`src/rtl/ds_issue_queue_if.sv`:
```
// ds_issue_queue_if: fetch-side push and execute-side issue handshake bundle.
// master = producer/consumer environment, slave = the issue queue.
interface ds_issue_queue_if #(
  parameter int XLEN = 32,
  parameter int PW   = 64
);
  logic            in_valid;
  logic            in_ready;
  logic [PW-1:0]   in_payload;
  logic [4:0]      in_rs1;
  logic [4:0]      in_rs2;
  logic            in_use2;
  logic            out_valid;
  logic            out_ready;
  logic [PW-1:0]   out_payload;
  logic [XLEN-1:0] out_src1;
  logic [XLEN-1:0] out_src2;

  modport master (
    output in_valid, in_payload, in_rs1,
    output in_rs2, in_use2, out_ready,
    input  in_ready, out_valid, out_payload,
    input  out_src1, out_src2
  );

  modport slave (
    input  in_valid, in_payload, in_rs1,
    input  in_rs2, in_use2, out_ready,
    output in_ready, out_valid, out_payload,
    output out_src1, out_src2
  );
endinterface

```
`src/rtl/ds_issue_queue.sv`:
```
// ds_issue_queue: in-order issue FIFO with operand forwarding and load-use hold.
// Define DS_PERF_CNT_EN to build the head-blocked stall counter.
module ds_issue_queue #(
  parameter int XLEN    = 32,
  parameter int PW      = 64,
  parameter int DEPTH   = 4,
  parameter int NUM_FWD = 3
) (
  input  logic                    clk,
  input  logic                    reset,
  input  logic                    flush,
  ds_issue_queue_if.slave         q,
  output logic [4:0]              rf_raddr1,
  output logic [4:0]              rf_raddr2,
  input  logic [XLEN-1:0]         rf_rdata1,
  input  logic [XLEN-1:0]         rf_rdata2,
  input  logic [NUM_FWD-1:0]      fwd_we,
  input  logic [NUM_FWD-1:0]      fwd_blk,
  input  logic [5*NUM_FWD-1:0]    fwd_waddr,
  input  logic [XLEN*NUM_FWD-1:0] fwd_wdata,
  output logic [15:0]             stall_cycles
);

  localparam int AW = $clog2(DEPTH);
  localparam logic [AW:0] CNT_FULL = (AW+1)'(DEPTH);

  logic [PW-1:0]    r_pay [DEPTH];
  logic [4:0]       r_rs1 [DEPTH];
  logic [4:0]       r_rs2 [DEPTH];
  logic [DEPTH-1:0] r_use2;

  logic [AW-1:0] r_rptr;
  logic [AW-1:0] r_wptr;
  logic [AW:0]   r_cnt;

  logic            w_push;
  logic            w_pop;
  logic            w_empty;
  logic            w_blocked;
  logic [4:0]      w_h_rs1;
  logic [4:0]      w_h_rs2;
  logic            w_h_use2;
  logic [XLEN-1:0] w_src1;
  logic [XLEN-1:0] w_src2;
  logic            w_b1;
  logic            w_b2;

  assign w_h_rs1  = r_rs1[r_rptr];
  assign w_h_rs2  = r_rs2[r_rptr];
  assign w_h_use2 = r_use2[r_rptr];
  assign w_empty  = (r_cnt == '0);

  assign rf_raddr1     = w_h_rs1;
  assign rf_raddr2     = w_h_rs2;
  assign q.out_payload = r_pay[r_rptr];
  assign q.out_src1    = w_src1;
  assign q.out_src2    = w_src2;

  // Walk channels oldest-to-youngest so the lowest index lands last.
  always_comb begin
    w_src1 = rf_rdata1;
    w_src2 = rf_rdata2;
    w_b1   = 1'b0;
    w_b2   = 1'b0;
    for (int i = NUM_FWD-1; i >= 0; i--) begin
      if ((fwd_we[i] || fwd_blk[i]) &&
          fwd_waddr[5*i +: 5] != 5'd0 &&
          fwd_waddr[5*i +: 5] == w_h_rs1) begin
        w_b1 = fwd_blk[i];
      end
      if ((fwd_we[i] || fwd_blk[i]) &&
          fwd_waddr[5*i +: 5] != 5'd0 &&
          fwd_waddr[5*i +: 5] == w_h_rs2 &&
          w_h_use2) begin
        w_b2 = fwd_blk[i];
      end
      if (fwd_we[i] &&
          fwd_waddr[5*i +: 5] != 5'd0 &&
          fwd_waddr[5*i +: 5] == w_h_rs1) begin
        w_src1 = fwd_wdata[XLEN*i +: XLEN];
      end
      if (fwd_we[i] &&
          fwd_waddr[5*i +: 5] != 5'd0 &&
          fwd_waddr[5*i +: 5] == w_h_rs2 &&
          w_h_use2) begin
        w_src2 = fwd_wdata[XLEN*i +: XLEN];
      end
    end
    if (w_h_rs1 == 5'd0) begin
      w_src1 = '0;
    end
    if (w_h_rs2 == 5'd0) begin
      w_src2 = '0;
    end
  end

  assign w_blocked = w_b1 | w_b2;

  assign q.in_ready  = (r_cnt != CNT_FULL) && !flush;
  assign q.out_valid = !w_empty && !w_blocked && !flush;

  assign w_push = q.in_valid && q.in_ready;
  assign w_pop  = q.out_valid && q.out_ready;

  always_ff @(posedge clk) begin
    if (reset) begin
      r_rptr <= '0;
      r_wptr <= '0;
      r_cnt  <= '0;
    end else if (flush) begin
      r_rptr <= '0;
      r_wptr <= '0;
      r_cnt  <= '0;
    end else begin
      if (w_push) begin
        r_wptr <= r_wptr + 1'b1;
      end
      if (w_pop) begin
        r_rptr <= r_rptr + 1'b1;
      end
      unique case ({w_push, w_pop})
        2'b10:   r_cnt <= r_cnt + 1'b1;
        2'b01:   r_cnt <= r_cnt - 1'b1;
        default: r_cnt <= r_cnt;
      endcase
    end
  end

  // Entry storage is never cleared; validity lives in r_cnt alone.
  always_ff @(posedge clk) begin
    if (w_push) begin
      r_pay[r_wptr]  <= q.in_payload;
      r_rs1[r_wptr]  <= q.in_rs1;
      r_rs2[r_wptr]  <= q.in_rs2;
      r_use2[r_wptr] <= q.in_use2;
    end
  end

`ifdef DS_PERF_CNT_EN
  logic [15:0] r_stall;

  always_ff @(posedge clk) begin
    if (reset) begin
      r_stall <= '0;
    end else if (!w_empty && w_blocked && !flush &&
                 r_stall != 16'hFFFF) begin
      r_stall <= r_stall + 16'd1;
    end
  end

  assign stall_cycles = r_stall;
`else
  assign stall_cycles = 16'd0;
`endif

endmodule

```
`src/flat_wrapper.sv`:
```
// flat-port wrapper written by rule: the top's interface ports become plain ports
module ds_issue_queue_flat 
#(
  parameter int XLEN    = 32,
  parameter int PW      = 64,
  parameter int DEPTH   = 4,
  parameter int NUM_FWD = 3
)
  (clk, reset, flush, rf_raddr1, rf_raddr2, rf_rdata1, rf_rdata2, fwd_we, fwd_blk, fwd_waddr, fwd_wdata, stall_cycles, q_in_valid, q_in_payload, q_in_rs1, q_in_rs2, q_in_use2, q_out_ready, q_in_ready, q_out_valid, q_out_payload, q_out_src1, q_out_src2);
  ds_issue_queue_if #(.XLEN(XLEN), .PW(PW)) q_i ();
  input  logic clk;
  input  logic reset;
  input  logic flush;
  output logic [4:0] rf_raddr1;
  output logic [4:0] rf_raddr2;
  input  logic [XLEN-1:0] rf_rdata1;
  input  logic [XLEN-1:0] rf_rdata2;
  input  logic [NUM_FWD-1:0] fwd_we;
  input  logic [NUM_FWD-1:0] fwd_blk;
  input  logic [5*NUM_FWD-1:0] fwd_waddr;
  input  logic [XLEN*NUM_FWD-1:0] fwd_wdata;
  output logic [15:0] stall_cycles;
  input wire logic [$bits(q_i.in_valid)-1:0] q_in_valid;
  input wire logic [$bits(q_i.in_payload)-1:0] q_in_payload;
  input wire logic [$bits(q_i.in_rs1)-1:0] q_in_rs1;
  input wire logic [$bits(q_i.in_rs2)-1:0] q_in_rs2;
  input wire logic [$bits(q_i.in_use2)-1:0] q_in_use2;
  input wire logic [$bits(q_i.out_ready)-1:0] q_out_ready;
  output wire logic [$bits(q_i.in_ready)-1:0] q_in_ready;
  output wire logic [$bits(q_i.out_valid)-1:0] q_out_valid;
  output wire logic [$bits(q_i.out_payload)-1:0] q_out_payload;
  output wire logic [$bits(q_i.out_src1)-1:0] q_out_src1;
  output wire logic [$bits(q_i.out_src2)-1:0] q_out_src2;
  assign q_i.in_valid = q_in_valid;
  assign q_i.in_payload = q_in_payload;
  assign q_i.in_rs1 = q_in_rs1;
  assign q_i.in_rs2 = q_in_rs2;
  assign q_i.in_use2 = q_in_use2;
  assign q_i.out_ready = q_out_ready;
  assign q_in_ready = q_i.in_ready;
  assign q_out_valid = q_i.out_valid;
  assign q_out_payload = q_i.out_payload;
  assign q_out_src1 = q_i.out_src1;
  assign q_out_src2 = q_i.out_src2;
  ds_issue_queue #(.XLEN(XLEN), .PW(PW), .DEPTH(DEPTH), .NUM_FWD(NUM_FWD)) u_core (.clk(clk), .reset(reset), .flush(flush), .q(q_i), .rf_raddr1(rf_raddr1), .rf_raddr2(rf_raddr2), .rf_rdata1(rf_rdata1), .rf_rdata2(rf_rdata2), .fwd_we(fwd_we), .fwd_blk(fwd_blk), .fwd_waddr(fwd_waddr), .fwd_wdata(fwd_wdata), .stall_cycles(stall_cycles));
endmodule
```
`config.mk`:
```
export PLATFORM = sky130hd
export DESIGN_NAME = ds_issue_queue_flat
export DESIGN_NICKNAME = d
export VERILOG_FILES = /design/src/rtl/ds_issue_queue_if.sv /design/src/rtl/ds_issue_queue.sv /design/src/flat_wrapper.sv
export SDC_FILE = /design/constraint.sdc
export NUM_CORES = 1
export LEC_CHECK = 0
export BUFFER_PORTS_ARGS = -buffer_cell sky130_fd_sc_hd__buf_4
export CORE_MARGIN = 2
export CORE_UTILIZATION = 30
export DETAILED_ROUTE_END_ITERATION = 8
export GPL_ROUTABILITY_DRIVEN = 1
export GPL_TIMING_DRIVEN = 0
export PLACE_DENSITY = 0.47
export SETUP_SLACK_MARGIN = 0.3
export SKIP_CTS_REPAIR_TIMING = 1
export SLEW_MARGIN = 0
export SYNTH_ARGS = -nofsm -noshare
export SYNTH_HDL_FRONTEND = slang
export SYNTH_SLANG_ARGS = --single-unit
```
`constraint.sdc`:
```
create_clock -name clk -period 8.5 [get_ports clk]
set_input_delay 0.425 -clock clk [delete_from_list [all_inputs] [get_ports clk]]
set_output_delay 0.425 -clock clk [all_outputs]
set_load 0.005 [all_outputs]
```
==> run metrics, run 1 <==
outcome=completed; asr flop ratio synth=0%; Initial Util=30.25%; CTS Root Cell=clkbuf_16; number of remaining DRC errors=0; Slew Limit Fails=0; antenna-violating nets left=0; area grow syn2layout=35.12%; Synth Area in Compound Gates=6.620%; pwr dens=175.1 mW/mm2; main combinational cell family by area after synthesis=multiplexers; HPWL Detailed=34.50 mm; distinct cell type count after synthesis=41; FILL cells=4423; Tot GR Track Use=18.19%; Critical Path Sink Type=output port; via count=9625; IO Port Bufs=400; post-synthesis sequential area ratio=65.52%; core area=0.04636 mm2; Most Crowded Layer GR=met2; # rows=79; most common cell after layout, fill and taps aside=buf_4; initial DRC count=499; Synth top area share=64.23%; clock sink count=309; pin count of the biggest net entering global routing=53; headroom to the max-slew limit=34.54%; TritonCTS clock tree=yes; die area=0.04849 mm2; met3 Use GR=5.457%; die height=220.2 um; Worst setup SP type=register; Post-Synth Adder-Cell Area=0.5888%; Tmin final=4.776 ns; placed insts=1929; Worst Tran Pin Value=0.9818 ns; clock slew at reported path FFs=0.06 ns; Max VDD drop=0.0001760 V; Critical Path RT=8.08 ns; top cells by area, synth=edfxtp_1 64%, mux4_2 12%, mux2i_1 4.6%; placed inst area=0.01797 mm2; Final nets=1622; clock skew=0.005464 ns; Worst Hold Class=input port to register; GPL Wtd Cong=0.9283; Synth Area in XOR/XNOR=2.114%; final setup TNS=0 ns; first-pass detailed-route iteration total=5; number of flops mapped to enable cells by yosys=300; die width=220.2 um; count of non-filler cells in the finished layout=1998; Max Cap Viol=0; vias in the first global route=9813; Post-Syn Area=0.01402 mm2; Post-synth top flop=edfxtp_1; cell type with the highest aggregate area in the netlist=edfxtp_1; worst-skew pair later-pin latency=0.54 ns; Final Cycle Share=56.19%; Crit path arrival time=4.35 ns; Syn Area/Cell=15.53 um2; Synth Area in Simple Gates=5.817%; CTS H-tree depth=1; worst-path fanout max=10; Via-to-Cell Ratio=4.817; Leakage=6.717 nW; Setup violations, final=0; share of cells above drive strength 1=40.31%; Final Cell Area=0.01895 mm2; WL final=46.09 mm; Final Hold Viols=0; multiplexer share of the synthesized area=16.68%; RSZ-0062 raised after global routing=false; Num CTS Buffers=31; met1 usage in global routing=20.65%; number of synthesized register bits=309; CP Class=register to output port; Yosys Warn Count=0; fmax=209.4 MHz; WL/cell=23.07 um; initial antenna violation count=17; Ports=417; most frequent cells in the layout=416 x buf_4, 300 x edfxtp_1, 78 x nor2_1, 78 x nand2_1, 75 x mux4_2; Finished Core Util=40.88%; Remaining Overflow, GRT=0; post-synthesis cell count=903; first-pass GRT wire length=64.83 mm; met2 usage=31.11%; clock tree buffer depth=3
## flip-flops by register name, summed over array words and instances (netlist names), named ones only
signal / count
u_core.r_pay: 256
u_core.r_use2: 4
u_core.r_wptr: 2
u_core.r_rs1: 20
u_core.r_rptr: 2
u_core.r_cnt: 3
u_core.r_rs2: 20
## critical path, cell delays in order (launching register included)
cell      delay, ns
dfxtp_1        0.34
clkbuf_1       0.51
mux4_2         0.53
xnor2_1        0.17
nand3_1        0.12
nor3_1         0.71
buf_2          0.47
mux2i_1        0.43
nand2_1        0.11
o211ai_1       0.12
a21oi_1        0.11
buf_4          0.17
## cell type report
class / count / area, um2 / share of cell area (%)
Antenna cell: 14 / 35.03 / 0.1849
Clock buffer: 36 / 794.5 / 4.193
Buffer: 72 / 346.6 / 1.829
Inverter: 6 / 22.52 / 0.1188
Clock inverter: 19 / 147.6 / 0.7791
Timing Repair Buffer: 404 / 3113 / 16.43
Sequential cell: 309 / 9189 / 48.49
Tap cell: 607 / 759.5 / 4.008
Multi-Input combinational cell: 531 / 4543 / 23.97
## metal layers
layer / part of all wire [%] / vias up / wire [um]
met5: 0.080 / - / 37
met1: 37 / 4754 / 17120
li1: - / 4420 / -
met2: 50 / 372 / 23000
met4: 4.0 / 6 / 1855
met3: 8.8 / 73 / 4073
## worst paths after layout
check | start | end | slack [ns] | cells past startpoint
worst max-delay path | register | q_out_src2[20] | 3.72 | 11
worst min-delay path | q_in_payload[36] | u_core.r_pay[0][36]$_DFFE_PP_ | 0.08 | 1
worst max register to register | register | u_core.r_cnt[2]$_SDFFE_PP0P_ | 4.10 | 14
worst min register to register | u_core.r_cnt[1]$_SDFFE_PP0P_ | u_core.r_cnt[1]$_SDFFE_PP0P_ | 0.52 | 2
## cell families (layout without fill, tap and decap cells)
family                   count (synthesis)  in the layout
other                                    1             30
multiplexers                           140            140
adder cells (fa/ha/maj)                  6              6
AND/OR/NAND/NOR                        192            192
XOR/XNOR                                33             33
AO/OA/AOI/OAI                          144            144
flip-flops                             309            309
buffers and inverters                   78            537
## synth_stat cells (7+ instances only)
master / count
nand3_1: 7
nand2_1: 78
nor3_1: 9
a21oi_1: 66
nor2_1: 78
dfxtp_1: 9
buf_1: 8
clkbuf_1: 40
buf_4: 16
xnor2_1: 25
mux4_2: 75
mux2i_1: 65
xor2_1: 7
o211ai_1: 32
edfxtp_1: 300
buf_2: 7
a211oi_1: 32
## through the flow
stage               hold slack [ns]  setup slack (ns)  power, W
finish                      0.07686             3.724  0.003318
global route                0.04567             3.463  0.003452
CTS                         0.03872             3.654  0.003369
detailed placement           0.5059             4.083  0.002088
global placement             0.4983             3.494  0.002086
floorplan                    0.4711             4.634  0.001855
## report_power, final
part | internal [W] | total (W) | switching, W
registers | 0.00169 | 0.00170 | 0.00000478
clock network | 0.000726 | 0.00127 | 0.000541
logic | 0.000192 | 0.000353 | 0.000160
Note: power is estimated with default switching activity, not from simulation.
==> run 2: changes to the inputs <==
--- a/config.mk
+++ b/config.mk
@@ -11,7 +11,7 @@
 export DETAILED_ROUTE_END_ITERATION = 8
 export GPL_ROUTABILITY_DRIVEN = 1
 export GPL_TIMING_DRIVEN = 0
-export PLACE_DENSITY = 0.47
+export PLACE_DENSITY = 0.49
 export SETUP_SLACK_MARGIN = 0.3
 export SKIP_CTS_REPAIR_TIMING = 1
 export SLEW_MARGIN = 0
==> constraint.sdc (replaced) <==
create_clock -name clk -period 3.9 [get_ports clk]
set_input_delay 0.195 -clock clk [delete_from_list [all_inputs] [get_ports clk]]
set_output_delay 0.195 -clock clk [all_outputs]
set_load 0.005 [all_outputs]
==> run 2 against run 1 <==
  * The run now ends with hold timing left
  * Via count increased by 5.6%
  * Clock power increased by 110%
  * Flip-flop and latch count unchanged
  * Final cell count up 5.8%
  * Setup slack got worse by 3.7 ns
  * First-iteration DRC count shrank 13%
  * Non-clock buffer count up 121
  * Combinational power grew to 2.7 times the previous value
  * Critical endpoint is now u_core.r_cnt[2]$_SDFFE_PP0P_
  * Largest cell class unchanged
==> run metrics, run 2 (synthesis results as in run 1) <==
max incr delay on CP=0.56 ns (was 0.71 ns); vias in the first global route=9983 (was 9813); Num CTS Buffers=30 (was 31); clock slew at reported path FFs=0.06 ns (about the same); worst-skew pair later-pin latency=0.56 ns (was 0.54 ns); die width=220.2 um (unchanged); share of cells above drive strength 1=52.37% (was 40.31%); Initial Util=30.25% (unchanged); Critical Path Sink Type=register (was output port); Worst Tran Pin Value=0.8208 ns (was 0.9818 ns); Max VDD drop=0.0003277 V (was 0.0001760 V); Remaining Overflow, GRT=0 (unchanged); GPL Wtd Cong=0.9414 (was 0.9283); hold_sp=flush (was q_in_payload[36]); largest reg by FF count=u_core.r_pay (unchanged); CTS H-tree depth=1 (unchanged); number of cells on the worst reg-to-reg path=14 (unchanged); RSZ-0062 raised after global routing=true (was false); WL/cell=22.90 um (was 23.07 um); antenna-violating nets left=0 (unchanged); Hold Path Sink=u_core.r_rptr[0]$_SDFFE_PP0P_ (was u_core.r_pay[0][36]$_DFFE_PP_); clock skew=0.008243 ns (was 0.005464 ns); Tot GR Track Use=18.53% (was 18.19%); IO Port Bufs=400 (unchanged); pwr dens=345.5 mW/mm2 (was 175.1 mW/mm2); CP Class=register to register (was register to output port); Tmin final=3.896 ns; core area=0.04636 mm2 (unchanged); Final nets=1742 (was 1622); number of remaining DRC errors=0 (unchanged); Via-to-Cell Ratio=4.806 (was 4.817); pin count of the biggest net entering global routing=50 (was 53); Final Cycle Share=99.89%; biggest regs=u_core.r_pay x256, u_core.r_rs1 x20, u_core.r_rs2 x20 (unchanged); TritonCTS clock tree=yes (unchanged); Crit path arrival time=4.38 ns (was 4.35 ns); via count=10160 (was 9625); Worst Hold Class=input port to register (unchanged); Leakage=7.735 nW (was 6.717 nW); headroom to the max-slew limit=45.28% (was 34.54%); FILL cells=4190 (was 4423); worst hold path stage count=4 (was 1); failing checks=hold timing; reg-to-reg slack, setup=0.004 ns (was 4.10 ns); reg-to-reg endpoint=u_core.r_cnt[2]$_SDFFE_PP0P_ (unchanged); area grow syn2layout=52.49% (was 35.12%); most common cell after layout, fill and taps aside=buf_4 (unchanged); hold slack=-0.009545 ns (was 0.07686 ns); Setup violations, final=0 (unchanged); CTS Root Cell=clkbuf_16 (unchanged); count of non-filler cells in the finished layout=2114 (was 1998); max reg flops=256 (unchanged); die area=0.04849 mm2 (unchanged); Final Hold Viols=2 (was 0); worst-path fanout max=4 (was 10); first-pass GRT wire length=66.21 mm (was 64.83 mm); initial DRC count=436 (was 499); first-pass detailed-route iteration total=4 (was 5); Critical Path RT=4.39 ns (was 8.08 ns); Crit-path slowest cell=mux4_2 (was nor3_1); initial antenna violation count=9 (was 17); Slew Limit Fails=0 (unchanged); clock tree buffer depth=3 (unchanged); placed insts=1929 (unchanged); most frequent cells in the layout=450 x buf_4, 300 x edfxtp_1, 77 x dlygate4sd3_1 (was 416 x buf_4, 300 x edfxtp_1, 78 x nor2_1, 78 x nand2_1, 75 x mux4_2); die height=220.2 um (unchanged); fmax=256.7 MHz; Max Cap Viol=0 (unchanged); Worst setup SP type=register (unchanged); Ports=417 (unchanged); outcome=finished with violations (was completed); critical path cell sequence=buf_12 > mux4_2 > xnor2_1 > nand3_1 > or4_4 > a32o_2 > a221oi_4 > and2_4 > ha_4 > inv_2 > fa_2 > xor2_1 > or3_1 > a21oi_2 (was clkbuf_1 > mux4_2 > xnor2_1 > nand3_1 > nor3_1 > buf_2 > mux2i_1 > nand2_1 > o211ai_1 > a21oi_1 > buf_4); WL final=48.40 mm (was 46.09 mm); # rows=79 (unchanged); clock sink count=309 (unchanged); HPWL Detailed=35.31 mm (was 34.50 mm)
-- run 2: cell count changes in the layout (fill, tap and decap cells not counted), moves of 22 or more --
| cell | delta |
|---|---|
| dlygate4sd3_1 | +77 |
| buf_4 | +34 |
| nor2_1 | -33 |
| clkbuf_1 | -32 |
| a211oi_1 | -31 |
| a21oi_1 | -30 |
| a21oi_2 | +29 |
| a211oi_2 | +24 |
| mux2i_1 | -22 |
-- run 2: routing by layer --
layer	share of wire [%]	global-route usage, %	up-vias
li1	-	-	4664
met1	36	20.16	5002
met2	50	32.97	390
met3	8.6	6.007	104
met4	5.1	8.076	0
met5	0	0	-
-- run 2: layout make-up --
| cell class | count | area (um2) | share of cell area, % |
|---|---|---|---|
| flip-flops and latches | 309 | 9193 | 42.98 |
| diodes | 8 | 20.02 | 0.09361 |
| inverters | 6 | 22.52 | 0.1053 |
| plain buffers | 72 | 674.4 | 3.153 |
| multi-input cells | 531 | 5415 | 25.32 |
| well taps | 607 | 759.5 | 3.551 |
| clock buffers | 37 | 798.3 | 3.733 |
| clock inverters | 19 | 122.6 | 0.5733 |
| repair buffers | 525 | 4382 | 20.49 |
-- run 2: worst max path at each step --
stage               depth (start not counted)                             to  slack, ns
finish                                     14   u_core.r_cnt[2]$_SDFFE_PP0P_      0.004
global route                               14   u_core.r_cnt[2]$_SDFFE_PP0P_      -0.14
CTS                                        11                  q_out_src2[1]      -0.44
detailed placement                         14   u_core.r_cnt[2]$_SDFFE_PP0P_      -0.18
global placement                            3  u_core.r_pay[3][58]$_DFFE_PP_      -0.92
floorplan                                  14   u_core.r_cnt[2]$_SDFFE_PP0P_       0.16
-- run 2: per-stage QoR --
step	setup TNS, ns	util (%)	instance area, um2	power [W]	setup WS, ns
2_1_floorplan	0	-	14100	0.004044	0.1619
3_3_place_gp	-270.34	38.54	17870	0.004552	-0.9219
3_5_place_dp	-0.1847	38.82	18000	0.004557	-0.1763
4_1_cts	-11.88	40.81	18920	0.007292	-0.4416
5_1_grt	-0.4741	46.13	21380	0.007668	-0.1404
6_report	0	46.13	21390	0.007390	0.004456
-- run 2: worst max-delay path, delay by kind of cell, from the launching register on --
| family | cells | cell delay (ns) |
|---|---|---|
| multiplexers | 1 | 0.56 |
| adder cells (fa/ha/maj) | 2 | 0.46 |
| AND/OR/NAND/NOR | 4 | 1.17 |
| AO/OA/AOI/OAI | 3 | 0.73 |
| flip-flops | 1 | 0.39 |
| XOR/XNOR | 2 | 0.34 |
| buffers and inverters | 2 | 0.16 |
-- run 2: power by group --
group	switching, W	leakage, nW	internal (W)
Combinational	0.000427	4.48	0.000542
Clock	0.00120	0.454	0.00152
Sequential	0.0000102	2.80	0.00369
Total	0.00164	7.73	0.00575
